$ cat src/rtl/memory_pkg.sv
// Shared defaults and request-type encoding for the word-addressed register memory.
package memory_pkg;

  localparam int MEM_WIDTH = 16;
  localparam int MEM_DEPTH = 64;

  localparam logic WRITE = 1'b1;
  localparam logic READ  = 1'b0;

endpackage : memory_pkg

$ cat src/rtl/memory.sv
// Single-stage registered memory: one request per cycle, 1-cycle read latency,
// whole array cleared asynchronously on reset.
module memory
  import memory_pkg::*;
#(
  parameter int WIDTH      = MEM_WIDTH,
  parameter int DEPTH      = MEM_DEPTH,
  parameter int ADDR_WIDTH = $clog2(DEPTH)
) (
  input  logic                  clk,
  input  logic                  rst,
  input  logic                  valid,
  input  logic                  wr_rd,
  input  logic [ADDR_WIDTH-1:0] addr,
  input  logic [WIDTH-1:0]      wdata,
  output logic [WIDTH-1:0]      rdata,
  output logic                  ready
);

  logic [WIDTH-1:0] mem_q [DEPTH];
  logic [WIDTH-1:0] rdata_q, rdata_d;
  logic             ready_q, ready_d;
  logic             in_range;
  logic             wr_en;

  // An unknown wr_rd falls through to the read branch, so it can never write.
  always_comb begin
    in_range = (32'(addr) < 32'(DEPTH));
    wr_en    = 1'b0;
    rdata_d  = rdata_q;
    ready_d  = valid;
    if (valid) begin
      if (wr_rd == WRITE) begin
        wr_en = in_range;
      end else begin
        rdata_d = in_range ? mem_q[addr] : '0;
      end
    end
  end

  always_ff @(posedge clk or posedge rst) begin
    if (rst) begin
      for (int unsigned i = 0; i < DEPTH; i++) begin
        mem_q[i] <= '0;
      end
    end else if (wr_en) begin
      mem_q[addr] <= wdata;
    end
  end

  always_ff @(posedge clk or posedge rst) begin
    if (rst) begin
      rdata_q <= '0;
      ready_q <= 1'b0;
    end else begin
      rdata_q <= rdata_d;
      ready_q <= ready_d;
    end
  end

  assign rdata = rdata_q;
  assign ready = ready_q;

endmodule : memory

$ cat config.mk
export PLATFORM = sky130hd
export DESIGN_NAME = memory
export DESIGN_NICKNAME = d
export VERILOG_FILES = /design/src/rtl/memory_pkg.sv /design/src/rtl/memory.sv
export SDC_FILE = /design/constraint.sdc
export NUM_CORES = 2
export LEC_CHECK = 0
export ABC_AREA = 1
export ABC_CLOCK_PERIOD_IN_PS = 94100
export CAP_MARGIN = 20
export CORE_UTILIZATION = 49
export CTS_CLUSTER_DIAMETER = 40
export DETAILED_ROUTE_END_ITERATION = 10
export PLACE_DENSITY = 0.62
export SLEW_MARGIN = 5
export SYNTH_ARGS = -nofsm -noshare
export SYNTH_HDL_FRONTEND = slang
export SYNTH_SLANG_ARGS = --single-unit
$ cat constraint.sdc
create_clock -name clk -period 94.1 [get_ports clk]
set_input_delay 18.82 -clock clk [delete_from_list [all_inputs] [get_ports clk]]
set_output_delay 18.82 -clock clk [all_outputs]
set_load 0.01 [all_outputs]
Word level (Yosys, flattened, before mapping):

Index checks and enable logic that the tools add are counted.

* bits in registers: 1041
* bits of input ports: 26
* output and inout port bits: 17

* $lt $le $gt $ge: 2
* multiplexer cells: 8
* bitwise logic cells: 2
* reduce and logical (&&, ||, !) cells: 2

Operators by type and width (count)
* $bwmux W1024: 1
* $bmux W16 S6: 1
* $demux W16 S6: 1
* $mux W16: 3
* $ge A7 B7 Y1 const B: 1
* $lt A7 B1 Y1 const B: 1
* $not A6 Y7: 1
* $mux W1: 2
* $reduce_and A2 Y1: 1
* $logic_and A1 B1 Y1: 1
* $not A1 Y1: 1

Depth between registers and ports, before layout:

* depth after elaboration: 6
* gate-level depth with buffers: 16
* depth with buffers taken out: 13

Worst setup path after synthesis:

OpenSTA, ideal clock, no wires.

* path type: input port to flip-flop
* from: input port addr[0]
* to: register mem_q[164] (netlist bit)
* setup time: 127 ps
* arrival time: 20191 ps
* data required time: 93973 ps
* path slack: 73782 ps
* cell stages on the path: 8
* buffers on the path: 3
* path through: buf_4 inv_2 buf_4 nor3_4 nand2_4 buf_2 nand2_1 o21ai_2

* cells in the longest elaborated chain, start to end: 6
* elaborated cells between the ends (all ways): 7
* classes of those cells: order compare: 2; mux: 3; bitwise: 1; reduce/logical: 1

RTL lines
* start: declaration: RTL line memory.sv:14 `input logic [ADDR_WIDTH-1:0] addr,`
* $not A6 Y7 (implied by the code) (*): RTL line memory.sv:47 `mem_q[addr] <= wdata;`
* $ge A7 B7 Y1 (implied by the code) or $lt A7 B1 Y1 (tied branches): RTL line memory.sv:47
* $logic_and A1 B1 Y1 (implied by the code): RTL line memory.sv:47
* $mux W16 (implied by the code): RTL line memory.sv:47
* $demux W16 S6 (*): RTL line memory.sv:47
* $bwmux W1024 (*): RTL line memory.sv:47
* end signal: indexed assignment: RTL line memory.sv:47
* end: declaration: RTL line memory.sv:20 `logic [WIDTH-1:0] mem_q [DEPTH];`

Mark *: on every way between the ends. The rest lies on a longest branch, timed or not.
A chain may end at the register's enable or synchronous reset.

==> results.py <==
metrics = {
    "global_route": {
        "grtUsageTotal_pct": 29.0,
        "grt_pass1_vias": 39034,
        "grt_max_degree": 208,
        "grt_pass1_wl_microns": 232000,
        "grt_antenna_before_repair": 0,
        "grt_overflow": 0,
    },
    "floorplan": {
        "die_area_sq_um": 103000,
        "pin_count": 43,
        "die_y_microns": 321,
        "die_w_microns": 321,
        "placementRows": 116,
        "coreArea_sq_um": 100000,
        "start_util_pct": 49.6,
    },
    "synthesis": {
        "synth_most_common_cell": "nand2_1",
        "seq_area_frac_synth_pct": 52.3,
        "ys_top_cells_by_area": "dfrtp_1 52%, nand2_1 23%, o21ai_0 7.1%",
        "async_flop_share_pct": 100,
        "synth.distinct_cells": 29,
        "synth.cells.most_frequent": "3046 x nand2_1, 1041 x dfrtp_1, 707 x o21ai_0",
        "yosysTopAreaCell": "dfrtp_1",
        "ys.flop_type": "dfrtp_1",
        "syn_area_per_cell_sq_um": 7.54,
        "synth_edf_count": 0,
        "ys_warn_count": 0,
        "synth.top_cell.area_share_pct": 52.3,
        "postSynthCellCount": 6601,
        "ys_ff_latch": 1041,
        "synthesis.area_sq_um": 49800,
        "syn_nets": 6627,
    },
    "timing": {
        "fin_crit_sh_pct": 23.3,
        "fin_crit_ns": 21.89,
        "hold_viol_final": 0,
        "slew_headroom_pct": 22.0,
        "fin_hold_ws_ns": 0.474,
        "rsz0062_at_grt": "false",
        "worstMarginPinSlew_ns": 1.17,
        "fin_skew_ns": 0.0314,
        "finalSetupViolCount": 0,
        "finalSetupTns_ns": 0,
        "drv_slew": 0,
        "fmax_mhz": 45.7,
    },
    "drt": {
        "post_drt_via_cell_ratio": 5.25,
        "first_pass_iters": 7,
        "drcViolationCount": 0,
        "wl_microns": 146000,
        "routedWlPerCell_microns": 18.5,
        "ant_nets": 0,
        "drt_iter0_markers": 3685,
        "num_vias": 41470,
    },
    "cts": {
        "cts-htree-levels": 4,
        "cts_tree": "done",
        "clk_pin_slew_ns": 0.06,
        "cts_hold_buf": 0,
        "cts_setup_buffers": 0,
        "clk_latency_ns": 0.77,
        "cts_buffers": 154,
        "clock-sinks": 1041,
        "cts_resized": 0,
        "clockBufferDepth": 3,
        "cts-root-buf": "clkbuf_16",
    },
    "finish": {
        "fillers": 9568,
        "synthToLayoutAreaGrowth_pct": 14.1,
        "drive_gt1_share_pct": 8.55,
        "finalNonFillerCells": 7893,
        "final_nets": 6437,
        "diodes": 0,
        "design_area_sq_um": 56800,
    },
    "placement": {
        "place_area_sq_um": 50700,
        "hpwl_microns": 80100,
        "gp_congestion": 0.820,
        "io_buffers": 42,
        "dpl.cell_count": 7587,
    },
    "worst_hold_path": {
        "hold_path.class": "register to register",
        "holdPathStages": 2,
    },
    "setup_path": {
        "critPathMaxFanout": 159,
        "cp.required_ns": 94.85,
        "cp_slowest_stage_delay_ns": 0.87,
        "path_common_cell": "buf_4",
        "criticalPathCategory": "input port to asynchronous set/reset pin",
        "cp-end-kind": "asynchronous set/reset pin",
        "start_kind": "input port",
        "cp_slowest_cell": "buf_4",
        "reg2regPathDepth": 11,
        "arrival_ns": 22.64,
        "path_cells": "clkdlybuf4s50_1 > inv_8 > buf_12 > buf_4 > buf_4",
    },
    "power_and_ir_drop": {
        "power_density_nw_per_um2": 21.5,
        "power.total_w": 0.00122,
        "ir_drop_v": 0.0000143,
        "p_leak_nw": 28.8,
    },
    "run_status": {
        "status": "completed",
    },
    "run": {
        "maxCapViolCount": 0,
    },
}
cells in the final DEF (no fill, tap or decap), drive strengths merged:
master         instances
nor4                   2
dfrtp               1041
nor3                  13
clkinvlp              18
clkinv                34
nor2                  49
a21boi                 1
nand3                207
bufinv                21
o21a                  17
clkdlybuf4s50         39
buf                  104
nand2               3068
o211ai                79
a21oi                  4
or2                   86
clkbuf               194
o21ai               1046
inv                  513
worst max-delay path, delay by kind of cell:
kind                   cells  cell delay [ns]
buffers and inverters      5             3.56
per-stage QoR:
step	worst slack [ns]	util, %
finish	72.21	56.6
global placement	71.09	50.2
global route	71.63	56.6
CTS	71.88	56.0
floorplan	45.98	-
detailed placement	71.07	50.5
metal layers:
| metal | vias to the layer above | global-route usage, % | wire [microns] |
|---|---|---|---|
| met5 | - | 0 | 0 |
| met4 | 0 | 9.47 | 4130 |
| met3 | 254 | 4.10 | 9120 |
| met2 | 1220 | 44.9 | 65100 |
| met1 | 19815 | 42.0 | 67600 |
| li1 | 20181 | - | - |
worst paths after layout:
path	startpoint	slack [ns]	to
max	rst	72.21	rdata[14]$_DFFE_PP0P_
min	mem_q[341]$_DFFE_PP0P_	0.47	mem_q[341]$_DFFE_PP0P_
max reg2reg	mem_q[1019]$_DFFE_PP0P_	92.18	rdata[11]$_DFFE_PP0P_
min reg2reg	mem_q[341]$_DFFE_PP0P_	0.47	mem_q[341]$_DFFE_PP0P_
max in group clk	addr[0]	72.43	rdata[2]$_DFFE_PP0P_
min in group asynchronous	rst	18.69	mem_q[225]$_DFFE_PP0P_
final cells by class:
cell class / count / area [sq um] / share of cell area (%)
clock buffer: 194 / 4300 / 7.56
clock inverter: 87 / 1200 / 2.11
inverter: 499 / 1890 / 3.33
multi-input combinational: 4572 / 19800 / 34.9
sequential: 1041 / 26100 / 45.8
tap: 1357 / 1700 / 2.99
timing repair buffer: 143 / 1850 / 3.25
power breakdown:
group | switching [W] | leakage (nW) | internal (W)
Sequential | 0.0000198 | 14.2 | 0.000485
Combinational | 0.0000759 | 12.0 | 0.0000374
Clock | 0.000221 | 2.65 | 0.000384
logic make-up after synthesis:
| kind of cell | after synthesis | synth area share, % |
|---|---|---|
| DFF | 1041 | 52.3 |
| and+or+nand+nor | 3425 | 27.4 |
| AOI/OAI and AO/OA | 1147 | 12.3 |
| buffers and inverters | 988 | 7.97 |
state kept, by name, indices dropped and copies added, names as in the netlist:
register / cells
mem_q: 1024
rdata: 16
ready: 1
Note: power is estimated with default switching activity, not from simulation.
